File: src/rtl/fp_preadder_pipe.sv
// ---------------------------------------------------------------------------
// fp_preadder_pipe
//
// Two-stage pre-adder for a floating-point add/sub datapath. Takes two
// packed operands and an add/sub mode bit over a valid/ready handshake. It
// produces the magnitude-ordered, exponent-aligned mantissas that the
// mantissa adder and normaliser consume. Special operands (NaN, inf, double
// zero) are resolved here and flagged so that they bypass the adder.
//
// Stage 1 : unpack, classify, special-case resolution, compare/swap,
//           exponent difference
// Stage 2 : right shift of the smaller mantissa with sticky collection
//
// Ports
//   clk, rst_n       clock (rising edge), asynchronous active-low reset
//   in_valid         operand pair valid
//   in_ready         pipe can accept this cycle (combinational from out_ready)
//   number_A/B       packed operands {sign, exponent, fraction}
//   op_sub           1 = A - B, 0 = A + B
//   out_valid        result valid
//   out_ready        consumer accepts the result
//   sign, exp        sign and effective exponent of the larger operand
//   mantis_great     aligned mantissa of the larger operand
//   mantis_small     aligned, shifted mantissa of the smaller operand
//                    (layout {carry, hidden, fraction, guard, round, sticky})
//   eff_sub          effective subtraction
//   special_result   final packed result when special_case = 1
//   special_case     result bypasses the adder
// ---------------------------------------------------------------------------
module fp_preadder_pipe #(
    parameter int EXP_W = 8,
    parameter int MAN_W = 23,
    localparam int W  = 1 + EXP_W + MAN_W,
    localparam int MW = MAN_W + 5
) (
    input  logic             clk,
    input  logic             rst_n,
    input  logic             in_valid,
    output logic             in_ready,
    input  logic [W-1:0]     number_A,
    input  logic [W-1:0]     number_B,
    input  logic             op_sub,
    output logic             out_valid,
    input  logic             out_ready,
    output logic             sign,
    output logic [EXP_W-1:0] exp,
    output logic [MW-1:0]    mantis_great,
    output logic [MW-1:0]    mantis_small,
    output logic             eff_sub,
    output logic [W-1:0]     special_result,
    output logic             special_case
);

    localparam logic [EXP_W-1:0] EXP_ONES = '1;
    localparam logic [W-1:0]     QNAN     = {1'b0, {EXP_W{1'b1}}, 1'b1, {(MAN_W-1){1'b0}}};

    // -----------------------------------------------------------------------
    // Operand unpack and classification (index 0 = A, 1 = B)
    // -----------------------------------------------------------------------
    logic [W-1:0]     opnd   [2];
    logic [EXP_W-1:0] fexp   [2];
    logic [EXP_W-1:0] eexp   [2];
    logic [MAN_W-1:0] frac   [2];
    logic [MW-1:0]    mant   [2];
    logic [1:0]       sgn;
    logic [1:0]       hidden;
    logic [1:0]       is_zero;
    logic [1:0]       is_inf;
    logic [1:0]       is_nan;

    assign opnd[0] = number_A;
    assign opnd[1] = number_B;

    // B's sign is taken after the operation is folded into it, so every
    // later decision sees a plain addition of two signed operands.
    assign sgn[0] = opnd[0][W-1];
    assign sgn[1] = opnd[1][W-1] ^ op_sub;

    generate
        for (genvar gi = 0; gi < 2; gi++) begin : g_unpack
            assign fexp[gi]    = opnd[gi][W-2 -: EXP_W];
            assign frac[gi]    = opnd[gi][MAN_W-1:0];
            assign hidden[gi]  = |fexp[gi];
            // Subnormals and zero share the minimum normal exponent; with the
            // hidden bit cleared this gives them the correct scale, so no
            // separate subnormal path is needed downstream.
            assign eexp[gi]    = hidden[gi] ? fexp[gi] : EXP_W'(1);
            assign mant[gi]    = {1'b0, hidden[gi], frac[gi], 3'b000};
            assign is_zero[gi] = !hidden[gi] && !(|frac[gi]);
            assign is_inf[gi]  = (fexp[gi] == EXP_ONES) && !(|frac[gi]);
            assign is_nan[gi]  = (fexp[gi] == EXP_ONES) &&  (|frac[gi]);
        end
    endgenerate

    // -----------------------------------------------------------------------
    // Special-case resolution (priority ordered)
    // -----------------------------------------------------------------------
    logic         spec_c;
    logic [W-1:0] spec_res_c;

    always_comb begin
        spec_c     = 1'b0;
        spec_res_c = '0;
        if (|is_nan) begin
            spec_c     = 1'b1;
            spec_res_c = QNAN;
        end else if ((&is_inf) && (sgn[0] != sgn[1])) begin
            // inf - inf
            spec_c     = 1'b1;
            spec_res_c = QNAN;
        end else if (is_inf[0]) begin
            spec_c     = 1'b1;
            spec_res_c = {sgn[0], EXP_ONES, {MAN_W{1'b0}}};
        end else if (is_inf[1]) begin
            spec_c     = 1'b1;
            spec_res_c = {sgn[1], EXP_ONES, {MAN_W{1'b0}}};
        end else if (&is_zero) begin
            // Only (-0) + (-0) keeps a negative sign.
            spec_c     = 1'b1;
            spec_res_c = {sgn[0] & sgn[1], {(W-1){1'b0}}};
        end
    end

    // -----------------------------------------------------------------------
    // Magnitude ordering and exponent difference
    // -----------------------------------------------------------------------
    // Comparing the raw {exp, frac} fields orders magnitudes directly, ties
    // going to A. The effective exponent is monotone in the raw field, so
    // the difference below can never go negative.
    logic             a_great_c;
    logic             sign_c;
    logic             eff_c;
    logic [EXP_W-1:0] exp_c;
    logic [EXP_W-1:0] d_c;
    logic [MW-1:0]    mg_c;
    logic [MW-1:0]    ms_c;

    assign a_great_c = opnd[0][W-2:0] >= opnd[1][W-2:0];

    always_comb begin
        sign_c = 1'b0;
        eff_c  = 1'b0;
        exp_c  = '0;
        d_c    = '0;
        mg_c   = '0;
        ms_c   = '0;
        if (!spec_c) begin
            eff_c = sgn[0] ^ sgn[1];
            if (a_great_c) begin
                sign_c = sgn[0];
                exp_c  = eexp[0];
                d_c    = eexp[0] - eexp[1];
                mg_c   = mant[0];
                ms_c   = mant[1];
            end else begin
                sign_c = sgn[1];
                exp_c  = eexp[1];
                d_c    = eexp[1] - eexp[0];
                mg_c   = mant[1];
                ms_c   = mant[0];
            end
        end
    end

    // -----------------------------------------------------------------------
    // Handshake and stage advance
    // -----------------------------------------------------------------------
    logic             ready_en_reg;
    logic             v1_reg;
    logic             s1_sign_reg;
    logic             s1_eff_reg;
    logic             s1_spec_reg;
    logic [W-1:0]     s1_spec_res_reg;
    logic [EXP_W-1:0] s1_exp_reg;
    logic [EXP_W-1:0] s1_d_reg;
    logic [MW-1:0]    s1_mg_reg;
    logic [MW-1:0]    s1_ms_reg;

    logic ld2;
    logic ld1;
    logic accept;

    assign ld2      = !out_valid || out_ready;
    assign ld1      = !v1_reg || ld2;
    // ready_en_reg holds in_ready low during reset and rises on the first
    // clock after release; the remaining term is !v1 | !v2 | out_ready.
    assign in_ready = ready_en_reg && ld1;
    assign accept   = in_valid && in_ready;

    // -----------------------------------------------------------------------
    // Stage 2 alignment: right shift with sticky OR of every lost bit
    // -----------------------------------------------------------------------
    logic [MW-1:0] shifted_c;
    logic [MW-1:0] mask_c;
    logic [MW-1:0] small_c;

    always_comb begin
        shifted_c = s1_ms_reg >> s1_d_reg;
        mask_c    = ~({MW{1'b1}} << s1_d_reg);
        if (32'(s1_d_reg) >= 32'(MW)) begin
            small_c = {{(MW-1){1'b0}}, |s1_ms_reg};
        end else begin
            small_c = shifted_c | {{(MW-1){1'b0}}, |(s1_ms_reg & mask_c)};
        end
    end

    // -----------------------------------------------------------------------
    // Pipeline registers
    // -----------------------------------------------------------------------
    always_ff @(posedge clk or negedge rst_n) begin
        if (!rst_n) begin
            ready_en_reg    <= 1'b0;
            v1_reg          <= 1'b0;
            s1_sign_reg     <= 1'b0;
            s1_eff_reg      <= 1'b0;
            s1_spec_reg     <= 1'b0;
            s1_spec_res_reg <= '0;
            s1_exp_reg      <= '0;
            s1_d_reg        <= '0;
            s1_mg_reg       <= '0;
            s1_ms_reg       <= '0;
            out_valid       <= 1'b0;
            sign            <= 1'b0;
            exp             <= '0;
            mantis_great    <= '0;
            mantis_small    <= '0;
            eff_sub         <= 1'b0;
            special_result  <= '0;
            special_case    <= 1'b0;
        end else begin
            ready_en_reg <= 1'b1;

            if (ld1) begin
                v1_reg <= accept;
                if (accept) begin
                    s1_sign_reg     <= sign_c;
                    s1_eff_reg      <= eff_c;
                    s1_spec_reg     <= spec_c;
                    s1_spec_res_reg <= spec_res_c;
                    s1_exp_reg      <= exp_c;
                    s1_d_reg        <= d_c;
                    s1_mg_reg       <= mg_c;
                    s1_ms_reg       <= ms_c;
                end
            end

            // Data only moves with a valid pair, so a stalled or drained
            // output keeps its last value.
            if (ld2) begin
                out_valid <= v1_reg;
                if (v1_reg) begin
                    sign           <= s1_sign_reg;
                    exp            <= s1_exp_reg;
                    mantis_great   <= s1_mg_reg;
                    mantis_small   <= s1_spec_reg ? '0 : small_c;
                    eff_sub        <= s1_eff_reg;
                    special_result <= s1_spec_res_reg;
                    special_case   <= s1_spec_reg;
                end
            end
        end
    end

endmodule
File: config.mk
export PLATFORM = sky130hd
export DESIGN_NAME = fp_preadder_pipe
export DESIGN_NICKNAME = d
export VERILOG_FILES = /design/src/rtl/fp_preadder_pipe.sv
export SDC_FILE = /design/constraint.sdc
export NUM_CORES = 1
export LEC_CHECK = 0
export ABC_AREA = 1
export CAP_MARGIN = 0
export CORE_MARGIN = 3
export CORE_UTILIZATION = 59
export DETAILED_ROUTE_END_ITERATION = 7
export PLACE_DENSITY = 0.85
export SETUP_SLACK_MARGIN = 0.15
export SYNTH_ARGS = -nofsm -noshare
export SYNTH_HDL_FRONTEND = slang
export SYNTH_SLANG_ARGS = --single-unit
File: constraint.sdc
create_clock -name clk -period 3 [get_ports clk]
set_input_delay 0.6 -clock clk [delete_from_list [all_inputs] [get_ports clk]]
set_output_delay 0.6 -clock clk [all_outputs]
set_load 0.02 [all_outputs]
==> results.md, run 1 <==
* Outcome: complete, no violations
* Fillers at 1266
* Design internal power at roughly 4.7 mW
* Final net count at about 1.7k
* Length of the first detailed-routing pass in iterations at 6
* H-tree levels at 4
* Power density relative to cell area at 628 mW/mm2
* Clock tree from TritonCTS: yes
* Initial antenna violation count at 0
* Overall routed net length at between 20000 and 30000 um
* Worst-case clock buffer depth at 2
* Count of clock tree sinks at about 140
* Detailed-placement wirelength estimate at 21100 um
* Pre-CTS worst setup slack at -0.0259 ns
* Logic gate share of total power at 0.377
* Worst reg2reg startpoint: s1_d_reg[2]$_DFFE_PN0P_
* Leakage at just over 6 nW
* Antenna cells at 0
* Worst setup skew after layout at 0.00762 ns
* Switching Share at 0.386
* Final core area utilization at 0.750
* Worst path setup slack after routing at ~0.23 ns
* Wire length of the first global-routing pass at roughly 47000 um
* Global routing met3 resource utilization at 0.0576
* Synthesized flop and latch total at approximately 140
* Post-synthesis cell count at roughly 1.5k
* Clock transition at the registers of the reported paths at roughly 0.060 ns
* Overall fraction of global-route tracks in use at 0.319
* Die Y-Extent at 135 um
* Count of endpoints failing hold in the final timing report at 0
* Vias after detailed routing at about 10k
* Peak ir drop on the vdd network at between 0.4 and 0.5 mV
* Register name with the most flops: mantis_small
* Highest attainable clock frequency at 0.361 GHz
* Data required time of the critical path at 3.31 ns
* Min-delay worst type: input pin to async pin
* Buffers plus inverters on the worst setup path at 3
* Switching pwr at around 2.9 mW
* Synthesis warning total at 0
* Top flip-flop cell by instance count after synthesis: sky130_fd_sc_hd__dfrtp_1
* Final antenna-violating net count at 0
* Buffer type at the clock tree root: sky130_fd_sc_hd__clkbuf_16
* Number of rows created at floorplan at 46
* Longest individual stage delay on the worst path at 0.42 ns
* Post-synth EDFFs at 0
* Register area share after synthesis at 0.351
* Crit path capture type: flop
* Sequential Power Share at 0.335
* Period minus WS final at approximately 2.8 ns
* Final Wtd Congestion at between 0.9 and 1
* Avg Cell Area, Syn at ~6.7 um2
* Max FO, Critical Path at 3
* Met1 demand-to-capacity share in global routing at 0.418
* Relative slew slack at 0.508
* Max cap viols at 0
* Cell family contributing the most delay on the critical path: simple AND/OR/NAND/NOR gates
* Clock share of power at 0.288
* Total gr overflow at 0
* Maximum number of pins on one net before global-route repair at between 60 and 70
* Clock latency of the later-clocked register in the worst-skew pair at around 0.43 ns
* Met2 track utilization from global routing at 0.530
* Post-detailed-route wirelength per cell at 15.7 um
* Number of pins with negative max-slew slack in the final report at 0
* Part of the cycle the worst path needs at 0.922
* Number of clock buffers inserted by TritonCTS at 17
* Netlist area before placement at around 0.0098 mm2
* Number of buffers inserted to repair setup after CTS at 0
* Arr. time, crit path at about 3.1 ns
* Via count of the first global-routing pass at 9825
* Setup violation total in the final timing report at 0
* Async set or reset register ratio after synthesis at 1.00
* Busiest grt layer: met2
* Die outline width at between 100 and 150 um
* Drt drc at 0
* Iteration-0 DRC count of the detailed router at 902
* Die outline area at 0.0183 mm2
* Most frequent cell on the critical path: sky130_fd_sc_hd__nor2_1
* Fraction of final layout cells with drive strength greater than 1 at 0.0642
* Cell variety after synth at 46
* Start point of the critical path: number_A[23]
* Setup Crit Path Kind: input pin to flop
* Slowest-stage cell, CP: sky130_fd_sc_hd__clkdlybuf4s50_1
* Crit-path cells: clkdlybuf4s50_1 -> nor2_1 -> nand3_1 -> nor2_1 -> nor2_1 -> inv_1 -> ha_1 -> inv_1 -> fa_1 -> and3_1 -> nor2_1 -> xor2_1 -> nand4_1 -> nand3_1 -> o21ai_0
* Unrepaired setup endpoints after global routing: no
* Area growth, synth to finish at 22.9%
* Count of pins on the block boundary at 170
* Vias per cell at about 5.5
* Critical path launch point type: input pin
* Pin slew with the least headroom to its limit at 0.738 ns
* Core ar. at 0.0161 mm2
* IO buf count at about 140
* Effective utilization at floorplan at 0.611
* Flip-flop count of the largest register after layout at 27
* Setup slack of the most critical reg-to-reg path at roughly 0.8 ns
## layer usage
metal,share of wire,up-vias
met5,0,-
met4,0.031,0
met3,0.070,79
met2,0.48,454
met1,0.41,4709
li1,-,4888
## per-stage QoR
stage / cell area, um2 / cells / total power [mW] / setup TNS (ns) / hold slack (ns)
after detailed placement: 11500 / 1806 / 5.37 / -0.0465 / 0.462
after floorplan: 9940 / 1505 / 4.34 / 0 / 0.304
after global placement: 11500 / 1806 / 5.30 / 0 / 0.451
after global routing: 12100 / 1837 / 8.04 / 0 / 0.174
after CTS: 12100 / 1837 / 7.57 / 0 / 0.153
final: 12100 / 1837 / 7.60 / 0 / 0.127
## Yosys cell counts (2+ instances only)
library cell	n	area [um2]
sky130_fd_sc_hd__nor3_2	2	20.0
sky130_fd_sc_hd__nor2_4	2	22.5
sky130_fd_sc_hd__inv_2	5	18.8
sky130_fd_sc_hd__nand3_2	2	20.0
sky130_fd_sc_hd__mux2i_1	2	20.0
sky130_fd_sc_hd__clkbuf_1	37	139
sky130_fd_sc_hd__buf_2	20	100
sky130_fd_sc_hd__xnor2_1	3	26.3
sky130_fd_sc_hd__nand3b_1	2	15.0
sky130_fd_sc_hd__clkinv_1	3	11.3
sky130_fd_sc_hd__a22oi_1	3	22.5
sky130_fd_sc_hd__o21a_1	4	30.0
sky130_fd_sc_hd__conb_1	2	7.51
sky130_fd_sc_hd__nand2_1	541	2030
sky130_fd_sc_hd__a32o_1	2	20.0
sky130_fd_sc_hd__nand4_1	34	213
sky130_fd_sc_hd__nand3_1	109	546
sky130_fd_sc_hd__xor2_1	10	87.6
sky130_fd_sc_hd__dfrtp_1	138	3450
sky130_fd_sc_hd__nor2_2	2	12.5
sky130_fd_sc_hd__o21ai_1	58	290
sky130_fd_sc_hd__buf_6	4	45.0
sky130_fd_sc_hd__nor2_1	136	510
sky130_fd_sc_hd__nor3_1	3	15.0
sky130_fd_sc_hd__a21oi_1	29	145
sky130_fd_sc_hd__o211ai_1	8	60.1
sky130_fd_sc_hd__ha_1	46	576
sky130_fd_sc_hd__o21ai_0	47	235
sky130_fd_sc_hd__nand2_2	2	12.5
sky130_fd_sc_hd__o21bai_1	3	22.5
sky130_fd_sc_hd__or2_2	3	18.8
sky130_fd_sc_hd__a22o_1	4	35.0
sky130_fd_sc_hd__buf_1	5	18.8
sky130_fd_sc_hd__a21o_1	5	37.5
sky130_fd_sc_hd__a31oi_1	2	12.5
sky130_fd_sc_hd__buf_4	42	315
sky130_fd_sc_hd__nor4_1	3	18.8
sky130_fd_sc_hd__inv_1	147	552
sky130_fd_sc_hd__fa_1	2	40.0
## final cells by class
| type | count | area (um2) | area share |
|---|---|---|---|
| clock buffers | 19 | 443 | 0.0366 |
| well taps | 216 | 270 | 0.0223 |
| flip-flops and latches | 138 | 3450 | 0.286 |
| clock inverters | 12 | 166 | 0.0138 |
| multi-input cells | 1104 | 5300 | 0.438 |
| inverters | 155 | 582 | 0.0481 |
| repair buffers | 193 | 1880 | 0.155 |
## power by group through the flow
stage          sequential, mW  combinational [mW]  clock (mW)
2_1_floorplan            2.67                1.66           0
3_3_place_gp             2.55                2.75           0
3_5_place_dp             2.56                2.81           0
4_1_cts                  2.54                2.83        2.20
5_1_grt                  2.59                3.17        2.28
6_report                 2.54                2.86        2.19
## repair_timing
| item | in CTS | in global routing |
|---|---|---|
| setup endpoints to repair | 0 | 1 |
| gates resized for setup | 0 | 2 |
| hold buffers | 0 | 0 |
| hold endpoints to repair | 0 | 0 |
## cell usage in the layout (no fill, tap or decap), types with 4 or more instances in the layout
master                            instances
sky130_fd_sc_hd__clkinvlp_4               4
sky130_fd_sc_hd__o21ai_1                 59
sky130_fd_sc_hd__buf_12                   6
sky130_fd_sc_hd__clkdlybuf4s50_1        141
sky130_fd_sc_hd__o211ai_1                 8
sky130_fd_sc_hd__nor2_1                 136
sky130_fd_sc_hd__a22o_1                   4
sky130_fd_sc_hd__buf_4                   45
sky130_fd_sc_hd__xor2_1                  10
sky130_fd_sc_hd__clkbuf_16               17
sky130_fd_sc_hd__conb_1                  28
sky130_fd_sc_hd__o21a_1                   4
sky130_fd_sc_hd__nand3_1                109
sky130_fd_sc_hd__inv_1                  147
sky130_fd_sc_hd__nand4_1                 34
sky130_fd_sc_hd__a21oi_1                 28
sky130_fd_sc_hd__o21ai_0                 46
sky130_fd_sc_hd__ha_1                    46
sky130_fd_sc_hd__nand2_1                540
sky130_fd_sc_hd__inv_2                    5
sky130_fd_sc_hd__a21o_1                   5
sky130_fd_sc_hd__dfrtp_1                138
## cells by family after synthesis
kind of cell | Yosys count | synth area share
xor+xnor | 13 | 0.0116
buf+inv | 263 | 0.122
fa+ha+maj | 48 | 0.0626
mux | 2 | 0.00203
other cells | 2 | 0.000763
simple gates | 842 | 0.352
compound gates | 171 | 0.0985
flops | 138 | 0.351
## worst register-to-register path, cell delays in order (launching register included)
cell and delay (ns):
sky130_fd_sc_hd__dfrtp_1 0.58, sky130_fd_sc_hd__nor2_1 0.49, sky130_fd_sc_hd__nand3_1 0.23, sky130_fd_sc_hd__nand2_1 0.12, sky130_fd_sc_hd__nand2_1 0.05, sky130_fd_sc_hd__nand2_1 0.07, sky130_fd_sc_hd__nand2_1 0.05, sky130_fd_sc_hd__nor2_1 0.11
sky130_fd_sc_hd__nand3_1 0.08, sky130_fd_sc_hd__nor2_1 0.12, sky130_fd_sc_hd__nand2_1 0.08, sky130_fd_sc_hd__nand2_1 0.08, sky130_fd_sc_hd__nand2_1 0.05
## path summary, 6_finish.rpt
check,to,depth (start not counted)
worst max register to register,mantis_small[0]$_DFFE_PN0P_,12
worst min-delay path,mantis_great[16]$_DFFE_PN0P_,1
min in group clk,mantis_great[14]$_DFFE_PN0P_,2
max in group asynchronous,mantis_great[7]$_DFFE_PN0P_,2
worst max-delay path,s1_d_reg[4]$_DFFE_PN0P_,15
worst min register to register,mantis_great[14]$_DFFE_PN0P_,2
Power figures use the tool's default switching activity.
==> run 2: changes to the inputs <==
--- a/config.mk
+++ b/config.mk
@@ -7,11 +7,10 @@
 export LEC_CHECK = 0
 export ABC_AREA = 1
 export CAP_MARGIN = 0
-export CORE_MARGIN = 3
+export CORE_MARGIN = 1
 export CORE_UTILIZATION = 59
 export DETAILED_ROUTE_END_ITERATION = 7
 export PLACE_DENSITY = 0.85
-export SETUP_SLACK_MARGIN = 0.15
 export SYNTH_ARGS = -nofsm -noshare
 export SYNTH_HDL_FRONTEND = slang
 export SYNTH_SLANG_ARGS = --single-unit
==> run 2 against run 1 <==
Effect of this change:
- first-iteration DRC count increased by 4.3%
- final cell count decreased by 0.11%
- clock skew increased by 0.0058 ns
- setup slack improved by 0.11 ns
- worst hold slack got worse by 0.074 ns
- total power decreased by 1.8%
- global-route usage increased by 2.3 points
- clock-buffer cell count decreased by 1
- non-clock buffer count decreased by 2
- critical path depth decreased by 7
- sequential cell count unchanged
- register-to-register slack got worse by 0.15 ns
- critical endpoint is now in_ready
- largest cell class unchanged
- largest power group unchanged
- highest routed layer unchanged
==> results.md, run 2 (same netlist as run 1, synthesis figures left out) <==
* Outcome: complete, no violations
* Number of clock buffers inserted by TritonCTS at 17
* Start point of the critical path: out_ready
* Leading cell type in the layout, fill and taps excluded: sky130_fd_sc_hd__nand2_1
* Critical path launch point type: input pin
* Highest attainable clock frequency at about 0.38 GHz
* Worst setup path endpoint: in_ready
* Effective utilization at floorplan at 0.613
* Clock share of power at 0.277
* Die outline width at around 130 um
* Logic gate share of total power at 0.382
* Buffer type at the clock tree root: sky130_fd_sc_hd__clkbuf_16
* Crit path capture type: output port
* Part of the cycle the worst path needs at 0.886
* Overall routed net length at about 28000 um
* Buffers plus inverters on the worst setup path at 5
* Length of the first detailed-routing pass in iterations at 6
* Data required time of the critical path at around 2.4 ns
* Crit-path cells: clkdlybuf4s50_1 -> inv_1 -> nand2_1 -> nor2_1 -> inv_1 -> nand2_1 -> inv_2 -> clkdlybuf4s50_1
* Clock latency of the later-clocked register in the worst-skew pair at about 0.43 ns
* Highest-count cells in the layout ignoring fill and taps: sky130_fd_sc_hd__nand2_1 (540), sky130_fd_sc_hd__inv_1 (147), sky130_fd_sc_hd__clkdlybuf4s50_1 (141)
* Register-to-Register Path Depth at 9
* Cell family contributing the most delay on the critical path: buffers and inverters
* Flip-flop count of the largest register after layout at 27
* Core ar. at about 0.016 mm2
* Worst-case clock buffer depth at 2
* Detailed-placement wirelength estimate at between 20000 and 25000 um
* Final antenna-violating net count at 0
* Pin slew with the least headroom to its limit at roughly 0.72 ns
* Max FO, Critical Path at 3
* Slowest-stage cell, CP: sky130_fd_sc_hd__clkdlybuf4s50_1
* Post-detailed-route wirelength per cell at around 16 um
* Min-delay worst type: input pin to async pin
* Design internal power at 4.54 mW
* Vias after detailed routing at 10.1k
* Maximum number of pins on one net before global-route repair at approximately 70
* Leakage at 6.15 nW
* Area growth, synth to finish at 22.4%
* Wire length of the first global-routing pass at 47700 um
* Longest individual stage delay on the worst path at 0.60 ns
* Period minus WS final at 2.66 ns
* Via count of the first global-routing pass at roughly 9.7k
* Count of endpoints failing hold in the final timing report at 0
* Switching pwr at 2.92 mW
* Worst reg2reg startpoint: s1_d_reg[7]$_DFFE_PN0P_
* Vias per cell at 5.48
* Count of non-filler cells in the finished layout at 1835
* Total gr overflow at 0
* Final Wtd Congestion at just under 1
* Arr. time, crit path at just over 2 ns
* Die outline area at around 0.017 mm2
* Number of buffers added to fix hold violations after cts at 0
* Drt drc at 0
* Switching Share at 0.391
* Initial antenna violation count at 0
* Worst hold margin at about 0.053 ns
* Number of pins with negative max-slew slack in the final report at 0
* Overall fraction of global-route tracks in use at 0.343
* Clock transition at the registers of the reported paths at 0.06 ns
* Peak ir drop on the vdd network at ~0.5 mV
* Final net count at 1724
* Number of rows created at floorplan at 46
* Max cap viols at 0
* Clock tree from TritonCTS: yes
* Pre-CTS worst setup slack at -0.0229 ns
* Worst path setup slack after routing at around 0.34 ns
* H-tree levels at 4
* Die Y-Extent at 131 um
* Fraction of final layout cells with drive strength greater than 1 at 0.0624
* Number of buffers inserted to repair setup after CTS at 0
* Antenna cells at 0
* Unrepaired setup endpoints after global routing: no
* Critical R2R Capture: mantis_small[2]$_DFFE_PN0P_
* Count of clock tree sinks at roughly 140
* Iteration-0 DRC count of the detailed router at 941
* # resized after CTS at 0
* Relative slew slack at 0.519
* Cell depth of the worst setup path at 8
* IO buf count at 142
* Worst setup skew after layout at around 0.013 ns
* Register name with the most flops: mantis_small
* Setup Crit Path Kind: input pin to output port
* Setup TNS after final layout at 0 ns
* Setup violation total in the final timing report at 0
* Count of pins on the block boundary at 170
* Number of placed cells counting well taps at 1804
* Power density relative to cell area at about 620 mW/mm2
* Sequential Power Share at 0.341
* Setup slack of the most critical reg-to-reg path at around 0.64 ns
run 2: worst min path at each step:
| stage | start | endpoint | slack [ns] | cells past startpoint |
|---|---|---|---|---|
| after CTS | rst_n | mantis_great[15]$_DFFE_PN0P_ | 0.06 | 1 |
| final | rst_n | mantis_great[15]$_DFFE_PN0P_ | 0.05 | 1 |
| after global routing | rst_n | mantis_great[15]$_DFFE_PN0P_ | 0.07 | 1 |
| after floorplan | rst_n | eff_sub$_DFFE_PN0P_ | 0.30 | 0 |
| after detailed placement | s1_sign_reg$_DFFE_PN0P_ | sign$_DFFE_PN0P_ | 0.46 | 2 |
| after global placement | s1_mg_reg[16]$_DFFE_PN0P_ | mantis_great[16]$_DFFE_PN0P_ | 0.45 | 2 |
run 2: per-layer routing:
metal,GRT usage,share of wire,up-vias
li1,-,-,4887
met1,0.438,0.42,4636
met4,0.146,0.029,0
met3,0.0567,0.069,73
met5,0,0,-
met2,0.573,0.48,459
run 2: stage by stage:
step,cell area [um2],power [mW],utilization
5_1_grt,12000,7.90,0.750
3_3_place_gp,11500,5.31,0.714
4_1_cts,12000,7.45,0.750
2_1_floorplan,9940,4.34,-
6_report,12000,7.46,0.750
3_5_place_dp,11500,5.37,0.714
run 2: power groups by stage:
stage          logic, mW  clock network, mW  registers (mW)
2_1_floorplan       1.66                  0            2.67
3_3_place_gp        2.75                  0            2.55
5_1_grt             3.15               2.17            2.58
6_report            2.85               2.07            2.54
4_1_cts             2.83               2.09            2.54
3_5_place_dp        2.80                  0            2.56
run 2: cell type report:
class / instances / area (um2)
multi-input cells: 1104 / 5300
fillers: 1317 / 4020
flip-flops and latches: 138 / 3450
repair buffers: 191 / 1870
inverters: 155 / 582
clock buffers: 18 / 429
well taps: 216 / 270
clock inverters: 13 / 146
